<file path="src/rtl/nibble_serial_adder_pkg.sv">
`default_nettype none
// ============================================================================
// Module      : nibble_serial_adder_pkg
// Description : Shared types and constants for the nibble-serial adder:
//               FSM state encoding, slice width, slice-count helpers.
// Revision    : 1.0 - initial release
// ============================================================================
package nibble_serial_adder_pkg;

  // Width of one datapath slice (the 4-bit ripple adder)
  localparam int NIB_W = 4;

  // Controller states
  typedef enum logic [1:0] {
    IDLE = 2'd0,
    RUN  = 2'd1,
    DONE = 2'd2
  } state_t;

  // Number of 4-bit slices in a WIDTH-bit operand
  function automatic int nib_count(input int width);
    return width / NIB_W;
  endfunction

  // Slice index counter width, never less than one bit
  function automatic int idx_width(input int nib);
    return (nib <= 1) ? 1 : $clog2(nib);
  endfunction

endpackage
`default_nettype wire

</file>
<file path="src/rtl/nibble_serial_adder_if.sv">
`default_nettype none
// ============================================================================
// Module      : nibble_serial_adder_if
// Description : Operand-in / result-out valid-ready bundle for the
//               nibble-serial adder. The ovf signal exists only when
//               NIBBLE_SERIAL_ADDER_OVF_EN is defined.
// Revision    : 1.0 - initial release
// ============================================================================
interface nibble_serial_adder_if #(
  parameter int WIDTH = 16
);
  logic             in_valid;
  logic             in_ready;
  logic [WIDTH-1:0] a;
  logic [WIDTH-1:0] b;
  logic             cin;
  logic             out_valid;
  logic             out_ready;
  logic [WIDTH-1:0] sum;
  logic             cout;
`ifdef NIBBLE_SERIAL_ADDER_OVF_EN
  logic             ovf;
`endif

  // Producer/consumer side (drives operands, accepts results)
  modport master (
`ifdef NIBBLE_SERIAL_ADDER_OVF_EN
    input  ovf,
`endif
    output in_valid, a, b, cin, out_ready,
    input  in_ready, out_valid, sum, cout
  );

  // Adder side
  modport slave (
`ifdef NIBBLE_SERIAL_ADDER_OVF_EN
    output ovf,
`endif
    input  in_valid, a, b, cin, out_ready,
    output in_ready, out_valid, sum, cout
  );

endinterface
`default_nettype wire

</file>
<file path="src/rtl/nibble_add4.sv">
`default_nettype none
// ============================================================================
// Module      : nibble_add4
// Description : 4-bit combinational ripple-carry adder slice. When
//               NIBBLE_SERIAL_ADDER_OVF_EN is defined it also exposes the
//               carry into bit 3 for signed-overflow detection.
// Revision    : 1.0 - initial release
// ============================================================================
module nibble_add4
  import nibble_serial_adder_pkg::*;
(
  input  wire logic [NIB_W-1:0] a,
  input  wire logic [NIB_W-1:0] b,
  input  wire logic             ci,
  output      logic [NIB_W-1:0] s,
`ifdef NIBBLE_SERIAL_ADDER_OVF_EN
  output      logic             c3,
`endif
  output      logic             co
);

  // w_c[i] is the carry into bit i; w_c[NIB_W] is the carry out
  logic [NIB_W:0] w_c;

  assign w_c[0] = ci;

  genvar gi;
  generate
    for (gi = 0; gi < NIB_W; gi++) begin : g_bit
      assign s[gi]     = a[gi] ^ b[gi] ^ w_c[gi];
      assign w_c[gi+1] = (a[gi] & b[gi]) | (w_c[gi] & (a[gi] ^ b[gi]));
    end
  endgenerate

  assign co = w_c[NIB_W];
`ifdef NIBBLE_SERIAL_ADDER_OVF_EN
  assign c3 = w_c[NIB_W-1];
`endif

endmodule
`default_nettype wire

</file>
<file path="src/rtl/nibble_serial_adder.sv">
`default_nettype none
// ============================================================================
// Module      : nibble_serial_adder
// Description : WIDTH-bit adder computed one 4-bit slice per clock through a
//               single nibble_add4. Operands arrive on a valid/ready
//               handshake, the result leaves on another. Optional signed
//               overflow output enabled by NIBBLE_SERIAL_ADDER_OVF_EN.
// Revision    : 1.0 - initial release
// ============================================================================
module nibble_serial_adder
  import nibble_serial_adder_pkg::*;
#(
  parameter int WIDTH = 16
) (
  input wire logic             clk,
  input wire logic             rst,
  nibble_serial_adder_if.slave bus
);

  localparam int NIB = nib_count(WIDTH);
  localparam int IW  = idx_width(NIB);

  generate
    if ((WIDTH % NIB_W) != 0 || WIDTH < NIB_W) begin : g_bad_width
      $error("nibble_serial_adder: WIDTH must be a non-zero multiple of 4");
    end
  endgenerate

  state_t           r_state;
  logic [IW-1:0]    r_idx;
  logic             r_c;
  logic [WIDTH-1:0] r_a;
  logic [WIDTH-1:0] r_b;
  logic [WIDTH-1:0] r_sum;
  logic             r_cout;
  logic             r_in_ready;
  logic             r_out_valid;

  logic [NIB_W-1:0] w_a_nib;
  logic [NIB_W-1:0] w_b_nib;
  logic [NIB_W-1:0] w_s;
  logic             w_co;
  logic             w_last;

  // Select the current slice of the captured operands
  always_comb begin
    w_a_nib = '0;
    w_b_nib = '0;
    for (int k = 0; k < NIB; k++) begin
      if (r_idx == IW'(k)) begin
        w_a_nib = r_a[k*NIB_W +: NIB_W];
        w_b_nib = r_b[k*NIB_W +: NIB_W];
      end
    end
  end

  assign w_last = (r_idx == IW'(NIB - 1));

`ifdef NIBBLE_SERIAL_ADDER_OVF_EN
  logic w_c3;
  logic r_ovf;

  nibble_add4 u_add4 (
    .a  (w_a_nib),
    .b  (w_b_nib),
    .ci (r_c),
    .s  (w_s),
    .c3 (w_c3),
    .co (w_co)
  );
`else
  nibble_add4 u_add4 (
    .a  (w_a_nib),
    .b  (w_b_nib),
    .ci (r_c),
    .s  (w_s),
    .co (w_co)
  );
`endif

  // Controller: capture, one slice per RUN cycle, hold result until taken
  always_ff @(posedge clk or posedge rst) begin
    if (rst) begin
      r_state     <= IDLE;
      r_idx       <= '0;
      r_c         <= 1'b0;
      r_a         <= '0;
      r_b         <= '0;
      r_sum       <= '0;
      r_cout      <= 1'b0;
      r_in_ready  <= 1'b1;
      r_out_valid <= 1'b0;
`ifdef NIBBLE_SERIAL_ADDER_OVF_EN
      r_ovf       <= 1'b0;
`endif
    end else begin
      case (r_state)
        IDLE: begin
          if (bus.in_valid) begin
            r_a        <= bus.a;
            r_b        <= bus.b;
            r_c        <= bus.cin;
            r_idx      <= '0;
            r_in_ready <= 1'b0;
            r_state    <= RUN;
          end
        end
        RUN: begin
          // Only the slice addressed by r_idx is updated; others keep their value
          for (int k = 0; k < NIB; k++) begin
            if (r_idx == IW'(k)) begin
              r_sum[k*NIB_W +: NIB_W] <= w_s;
            end
          end
          r_c <= w_co;
          if (w_last) begin
            r_cout      <= w_co;
`ifdef NIBBLE_SERIAL_ADDER_OVF_EN
            r_ovf       <= w_c3 ^ w_co;
`endif
            r_out_valid <= 1'b1;
            r_state     <= DONE;
          end else begin
            r_idx <= r_idx + 1'b1;
          end
        end
        DONE: begin
          if (bus.out_ready) begin
            r_out_valid <= 1'b0;
            r_in_ready  <= 1'b1;
            r_state     <= IDLE;
          end
        end
        default: begin
          r_out_valid <= 1'b0;
          r_in_ready  <= 1'b1;
          r_state     <= IDLE;
        end
      endcase
    end
  end

  assign bus.in_ready  = r_in_ready;
  assign bus.out_valid = r_out_valid;
  assign bus.sum       = r_sum;
  assign bus.cout      = r_cout;
`ifdef NIBBLE_SERIAL_ADDER_OVF_EN
  assign bus.ovf       = r_ovf;
`endif

endmodule
`default_nettype wire

</file>
<file path="src/flat_wrapper.sv">
// flat-port wrapper written by rule: the top's interface ports become plain ports
module nibble_serial_adder_flat import nibble_serial_adder_pkg::*;
#(
  parameter int WIDTH = 16
)
  (clk, rst, bus_in_valid, bus_a, bus_b, bus_cin, bus_out_ready, bus_in_ready, bus_out_valid, bus_sum, bus_cout);
  nibble_serial_adder_if #(.WIDTH(WIDTH)) bus_i ();
  input wire logic clk;
  input wire logic rst;
  input wire logic [$bits(bus_i.in_valid)-1:0] bus_in_valid;
  input wire logic [$bits(bus_i.a)-1:0] bus_a;
  input wire logic [$bits(bus_i.b)-1:0] bus_b;
  input wire logic [$bits(bus_i.cin)-1:0] bus_cin;
  input wire logic [$bits(bus_i.out_ready)-1:0] bus_out_ready;
  output wire logic [$bits(bus_i.in_ready)-1:0] bus_in_ready;
  output wire logic [$bits(bus_i.out_valid)-1:0] bus_out_valid;
  output wire logic [$bits(bus_i.sum)-1:0] bus_sum;
  output wire logic [$bits(bus_i.cout)-1:0] bus_cout;
  assign bus_i.in_valid = bus_in_valid;
  assign bus_i.a = bus_a;
  assign bus_i.b = bus_b;
  assign bus_i.cin = bus_cin;
  assign bus_i.out_ready = bus_out_ready;
  assign bus_in_ready = bus_i.in_ready;
  assign bus_out_valid = bus_i.out_valid;
  assign bus_sum = bus_i.sum;
  assign bus_cout = bus_i.cout;
  nibble_serial_adder #(.WIDTH(WIDTH)) u_core (.clk(clk), .rst(rst), .bus(bus_i));
endmodule
</file>
<file path="config.mk">
export PLATFORM = sky130hd
export DESIGN_NAME = nibble_serial_adder_flat
export DESIGN_NICKNAME = d
export VERILOG_FILES = /design/src/rtl/nibble_serial_adder_pkg.sv /design/src/rtl/nibble_serial_adder_if.sv /design/src/rtl/nibble_add4.sv /design/src/rtl/nibble_serial_adder.sv /design/src/flat_wrapper.sv
export SDC_FILE = /design/constraint.sdc
export NUM_CORES = 1
export LEC_CHECK = 0
export CAP_MARGIN = 20
export CORE_ASPECT_RATIO = 0.75
export CORE_UTILIZATION = 54
export CTS_CLUSTER_DIAMETER = 150
export DETAILED_ROUTE_END_ITERATION = 16
export GPL_TIMING_DRIVEN = 0
export HOLD_SLACK_MARGIN = 0.02
export PLACE_DENSITY = 0.95
export SETUP_SLACK_MARGIN = 0.05
export SYNTH_ARGS = -nofsm -noshare
export SYNTH_HDL_FRONTEND = slang
export SYNTH_SLANG_ARGS = --single-unit
</file>
<file path="constraint.sdc">
create_clock -name clk -period 5.4 [get_ports clk]
set_input_delay 1.08 -clock clk [delete_from_list [all_inputs] [get_ports clk]]
set_output_delay 1.08 -clock clk [all_outputs]
set_load 0.005 [all_outputs]
</file>
==> run_results.csv, run 1 <==
group,metric,value,unit
run_status,status,"finished, final reports clean",
sta,rsz0062_at_grt,"false",
detailed_routing,wl_met1,2560,um
critical_path,end_kind,"register",
power,pwr-share-clk,10.7,%
detailed_routing,wirelength,5460,um
sta,fin_skew,0.00541,ns
critical_path,timing.rr.end,"u_core.bus.sum[7]",
sta,relSlewSlack,65.4,%
detailed_routing,top_layer,"met4",
power,p_switching,0.812,mW
logic_synthesis,netlist_area,2610,um2
finish,drive_gt1_share,22.8,%
power,swShare,37.7,%
power,seqPwrFrac,35.6,%
floorplanning,initial_core_util,57.4,%
clock_tree,cts_tree,"built",
placement,gp_congestion,0.847,
critical_path,slowest_stage,"fa_1",
floorplanning,dieWidth,82.2,um
min_path,min_path_cells,2,
clock_tree,clock-sinks,56,
floorplanning,design.core.area,4550,um2
global_routing,grt_util_all_layers,23.5,%
sta,report.final.slew_viol_count,0,
floorplanning,rows,21,
critical_path,path_delay_family,"adder cells",
critical_path,ff2ff_path_depth,13,
sta,finalSetupViolations,0,
logic_synthesis,synthTopCellsByArea,"dfrtp_1, mux2_2, fa_1",
placement,hpwl,4080,um
detailed_routing,dr.pass1.iters,4,
floorplanning,die_h,62.2,um
power,p_int,1.34,mW
critical_path,worst-setup-path-type,"register to register",
placement,io_buffers,55,
logic_synthesis,synthDominantCellAreaShare,52.8,%
sta,period_needed,3.72,ns
critical_path,r2r-start,"u_core.r_idx[0]",
critical_path,crit_required,5.60,ns
clock_tree,clk_pin_slew_worst_paths,0.10,ns
detailed_routing,wl_per_cell,16.6,um
placement,placed_cell_area,3250,um2
clock_tree,postCtsHoldBufs,0,
global_routing,grt_pass1_wl,8960,um
sta,worstMarginPinSlew,0.519,ns
finish,nets,316,
logic_synthesis,synth_nets,253,
logic_synthesis,yosys.area.top_type,"dfrtp_1",
detailed_routing,drt_iter0_drc,55,
critical_path,slowest_delay,0.48,ns
detailed_routing,dr_wl_met2,2590,um
power,p_per_area,644,nW/um2
detailed_routing,drc,0,
logic_synthesis,avgSynthCellArea,12.5,um2
logic_synthesis,synth.distinct_cells,30,
critical_path,path_cells,"inv_1, ha_1, nor2b_1, a221oi_1, a221o_1, fa_1, inv_1, fa_1, inv_1, fa_1, inv_1, fa_1, mux2_2",
clock_tree,h-tree-depth,2,
clock_tree,cts_resized,0,
detailed_routing,vias,1824,
critical_path,crit_buf_inv,4,
global_routing,grt_start_max_net_pins,33,
critical_path,critPathLaunchType,"register",
clock_tree,postCtsSetupBuffers,0,
floorplanning,dieArea,5110,um2
critical_path,crit_arrival,3.92,ns
critical_path,cp_max_fo,6,
logic_synthesis,yosys_warnings,0,
logic_synthesis,synth-seq-cells,56,
min_path,hold_path.class,"register to register",
clock_tree,clock-root-buffer,"clkbuf_8",
power,vdd_drop_max,0.000388,V
global_routing,antenna_found_initial,0,
sta,timing.final.crit_share,68.9,%
logic_synthesis,syn_inst,208,
finish,antenna_cells,0,
logic_synthesis,yosysSeqAreaShare,53.8,%
job,cap_violations,0,
finish,syn_to_final_growth,28.2,%
detailed_routing,avgViaCountPerCell,5.54,
power,pwr-share-comb,53.7,%
finish,layout_common_cells,"clkdlybuf4s50_1, dfrtp_1, mux2_2",
sta,setup_tns,0,ns
min_path,hold_end,"u_core.bus.sum[8]",
min_path,hold_path.startpoint,"u_core.bus.sum[8]",
detailed_routing,ant_nets,0,
critical_path,reg2reg_slack,1.68,ns
sta,finalHoldViolCount,0,
floorplanning,io_pins,56,
clock_tree,clk_latency,0.31,ns
power,p_leak,1.43,nW
clock_tree,cts_buffer_depth,2,
finish,fin_area,3340,um2
global_routing,grt_pass1_vias,1863,
clock_tree,numCtsBuffers,5,
sta,max_freq,0.269,GHz
detailed_routing,wl_met3,265,um
global_routing,grt_overflow_total,0,
==> cell type report <==
type                            count  area, um2
Multi-Input combinational cell    129       1070
Sequential cell                    56       1400
Inverter                           13       48.8
Clock inverter                      3       23.8
Fill cell                         287       1200
Buffer                             10       87.6
Clock buffer                        5       68.8
Tap cell                           57       71.3
Timing Repair Buffer               56        571
==> sequential cells by signal, summed over array words and instances (netlist names) <==
name                  cells
u_core.r_a               16
u_core.r_idx              2
u_core.r_b               16
u_core.bus.in_ready       1
u_core.bus.out_valid      1
u_core.bus.cout           1
u_core.r_state            2
u_core.bus.sum           16
u_core.r_c                1
==> stage by stage <==
stage / std cells / hold slack (ns) / utilization [%] / total power [mW] / setup WS [ns]
6_report: 329 / 0.490 / 73.5 / 2.15 / 1.68
5_1_grt: 329 / 0.518 / 73.5 / 2.31 / 1.54
4_1_cts: 329 / 0.493 / 73.5 / 2.15 / 1.73
3_5_place_dp: 321 / 0.470 / 71.5 / 1.91 / 1.82
3_3_place_gp: 320 / 0.459 / 71.0 / 1.86 / 1.90
2_1_floorplan: 208 / 0.458 / - / 1.50 / 2.23
==> routing by layer <==
layer  vias up  track usage, %
met5         -               0
met4         0            5.92
met3         7            5.00
met2        55            37.6
met1       913            32.6
li1        849               -
==> cells by family after synthesis <==
kind of cell | Yosys count | share of synthesized area (%)
DFF | 56 | 53.8
muxes | 42 | 18.1
and+or+nand+nor | 42 | 8.59
AOI/OAI and AO/OA | 37 | 9.26
buffers and inverters | 23 | 5.23
adders and majority gates | 8 | 4.99
==> Yosys cell counts, drive strengths merged <==
cell type	instances
a221o	2
a22o	5
a221oi	6
fa	4
nor2	10
nand2b	2
nor3	1
nor3b	1
buf	8
a21oi	7
o21bai	1
clkbuf	2
inv	13
nor2b	3
a211oi	1
mux2	42
o21ai	15
dfstp	1
nand2	17
dfrtp	55
nor4b	1
ha	4
nand3b	6
or2	1
==> worst reg2reg max path, delay by kind of cell, from the launching register on <==
family	cells	cell delay, ns
fa+ha+maj	5	1.75
compound gates	2	0.45
buf+inv	4	0.36
simple gates	1	0.31
mux	1	0.30
flops	1	0.44
==> worst max-delay path by stage <==
stage / cells after the start / end / from
6_report: 13 / u_core.bus.sum[7] / u_core.r_idx[0]
2_1_floorplan: 13 / u_core.bus.sum[11] / u_core.r_idx[0]
3_5_place_dp: 13 / u_core.bus.sum[7] / u_core.r_idx[0]
5_1_grt: 13 / u_core.bus.sum[3] / u_core.r_idx[0]
4_1_cts: 13 / u_core.bus.sum[7] / u_core.r_idx[0]
3_3_place_gp: 13 / u_core.bus.sum[7] / u_core.r_idx[0]
==> power by group through the flow <==
stage	registers, mW	logic (mW)	clock network, mW
after floorplan	0.740	0.763	0
after detailed placement	0.773	1.14	0
after global placement	0.757	1.10	0
final	0.766	1.16	0.230
after global routing	0.789	1.28	0.248
after CTS	0.765	1.15	0.231
No activity file was read; power rests on OpenSTA's default activity.
==> run 2, diff against run 1 <==
--- a/config.mk
+++ b/config.mk
@@ -7,12 +7,12 @@
 export LEC_CHECK = 0
 export CAP_MARGIN = 20
 export CORE_ASPECT_RATIO = 0.75
-export CORE_UTILIZATION = 54
+export CORE_UTILIZATION = 50
 export CTS_CLUSTER_DIAMETER = 150
 export DETAILED_ROUTE_END_ITERATION = 16
 export GPL_TIMING_DRIVEN = 0
 export HOLD_SLACK_MARGIN = 0.02
-export PLACE_DENSITY = 0.95
+export PLACE_DENSITY = 0.91
 export SETUP_SLACK_MARGIN = 0.05
 export SYNTH_ARGS = -nofsm -noshare
 export SYNTH_HDL_FRONTEND = slang
==> constraint.sdc (replaced) <==
create_clock -name clk -period 3.5 [get_ports clk]
set_input_delay 0.7 -clock clk [delete_from_list [all_inputs] [get_ports clk]]
set_output_delay 0.7 -clock clk [all_outputs]
set_load 0.005 [all_outputs]
==> run 2 against run 1 <==
Effect of this change: largest cell class unchanged; count of clock-buffer cells in the layout rose by 1; sequential power up 57%; die area is 7.8% higher; largest power group unchanged; first-iteration DRC count rose by 29%; sequential share of layout area shrank 1.5 points.
==> run_results.csv, run 2 (synthesis gave the netlist of run 1 again) <==
group,metric,value,unit
job,cap_violations,0,
critical_path,cp_max_fo,5,
finish,register_area,1410,um2
detailed_routing,ant_nets,0,
detailed_routing,wl_per_cell,16.8,um
power,p_per_area,1020,nW/um2
global_routing,grt_start_max_net_pins,45,
detailed_routing,wirelength,5700,um
sta,max_freq,0.298,GHz
finish,nets,323,
global_routing,grt_util_all_layers,22.5,%
critical_path,critPathLaunchType,"register",
sta,setup_tns,0,ns
finish,layout_common_cells,"clkdlybuf4s50_1, dfrtp_1, mux2_2",
critical_path,worst-setup-path-type,"register to register",
min_path,hold_path.class,"register to register",
detailed_routing,drt_iter0_drc,71,
sta,relSlewSlack,68.9,%
global_routing,grt_overflow_total,0,
global_routing,grt_pass1_vias,1915,
floorplanning,initial_core_util,52.6,%
sta,worstMarginPinSlew,0.466,ns
clock_tree,postCtsHoldBufs,0,
finish,fin_util,70.0,%
run_status,status,"finished, final reports clean",
floorplanning,dieArea,5510,um2
finish,final_common_cell,"clkdlybuf4s50_1",
finish,multi_input_area,1110,um2
placement,io_buffers,55,
floorplanning,io_pins,56,
clock_tree,h-tree-depth,2,
detailed_routing,avgViaCountPerCell,5.48,
finish,syn_to_final_growth,33.0,%
placement,hpwl,4070,um
power,p_leak,1.48,nW
floorplanning,rows,22,
clock_tree,clock-root-buffer,"clkbuf_8",
critical_path,crit_arrival,3.56,ns
floorplanning,die_h,64.5,um
clock_tree,numCtsBuffers,5,
detailed_routing,dr.pass1.iters,4,
clock_tree,cts_buffer_depth,2,
placement,gp_congestion,0.800,
sta,fin_skew,0.00898,ns
critical_path,end_kind,"register",
clock_tree,cts_tree,"built",
sta,period_needed,3.36,ns
detailed_routing,vias,1857,
power,vdd_drop_max,0.000402,V
sta,rsz0062_at_grt,"false",
clock_tree,clk_pin_slew_worst_paths,0.09,ns
clock_tree,clock-sinks,56,
critical_path,crit_required,3.70,ns
finish,drive_gt1_share,29.7,%
global_routing,grt_pass1_wl,9320,um
finish,nFillCells,347,
sta,report.final.slew_viol_count,0,
clock_tree,clk_latency,0.32,ns
floorplanning,dieWidth,85.4,um
global_routing,antenna_found_initial,0,
sta,finalSetupViolations,0,
finish,antenna_cells,0,
floorplanning,design.core.area,4950,um2
sta,timing.final.crit_share,95.9,%
sta,finalHoldViolCount,0,
detailed_routing,drc,0,
[run 2: path summary, 6_finish.rpt]
kind / start / endpoint / slack, ns / cells past startpoint
worst max register to register: u_core.r_idx[0] / u_core.bus.sum[3] / 0.14 / 15
min in group asynchronous: rst / u_core.r_a[2] / 0.65 / 2
worst min register to register: u_core.bus.sum[10] / u_core.bus.sum[10] / 0.49 / 2
max in group asynchronous: rst / u_core.bus.in_ready / 2.27 / 3
worst max-delay path: u_core.r_idx[0] / u_core.bus.sum[3] / 0.14 / 15
worst min-delay path: u_core.bus.sum[10] / u_core.bus.sum[10] / 0.49 / 2
[run 2: report_power, final]
group,total [mW],leakage (nW),internal (mW),switching [mW]
clock network,0.416,0.0552,0.213,0.204
registers,1.20,0.664,0.986,0.209
logic,1.93,0.766,1.06,0.877
total,3.55,1.48,2.26,1.29
[run 2: stage by stage]
| step | instances | hold WS [ns] | cell area [um2] | setup WS, ns | power (mW) |
|---|---|---|---|---|---|
| 2_1_floorplan | 208 | 0.458 | 2610 | 0.335 | 2.32 |
| 3_3_place_gp | 323 | 0.461 | 3230 | 0.0652 | 2.85 |
| 3_5_place_dp | 324 | 0.471 | 3250 | -0.0230 | 2.94 |
| 4_1_cts | 333 | 0.492 | 3380 | 0.0506 | 3.43 |
| 5_1_grt | 339 | 0.506 | 3470 | 0.0507 | 3.81 |
| 6_report | 339 | 0.486 | 3470 | 0.145 | 3.55 |
[run 2: metal layers]
| metal | routed length (um) | track usage [%] | vias up |
|---|---|---|---|
| li1 | - | - | 863 |
| met1 | 2500 | 30.6 | 915 |
| met2 | 2800 | 36.6 | 70 |
| met3 | 314 | 4.46 | 9 |
| met4 | 87 | 7.71 | 0 |
| met5 | 0 | 0 | - |
[run 2: cell type report]
type	count	area share, %
inverters	13	1.48
clock inverters	2	1.01
plain buffers	10	2.67
repair buffers	63	18.0
clock buffers	6	2.09
well taps	60	2.16
flip-flops and latches	56	40.5
multi-input cells	129	32.1
[run 2: what timing repair did]
item / in CTS / in global routing
setup endpoints to repair: 4 / 5
buffers inserted: 1 / 6
resized for setup: 7 / 16
pin swaps: 1 / 1
[run 2: critical path, stage by stage, from the launching register on]
cell,delay [ns]
dfrtp_2,0.46
inv_4,0.09
ha_2,0.17
buf_6,0.10
or2_1,0.11
buf_6,0.10
a221oi_1,0.04
a221o_1,0.33
fa_2,0.35
inv_2,0.07
fa_2,0.20
inv_1,0.05
fa_1,0.35
inv_1,0.08
fa_2,0.46
mux2_2,0.28
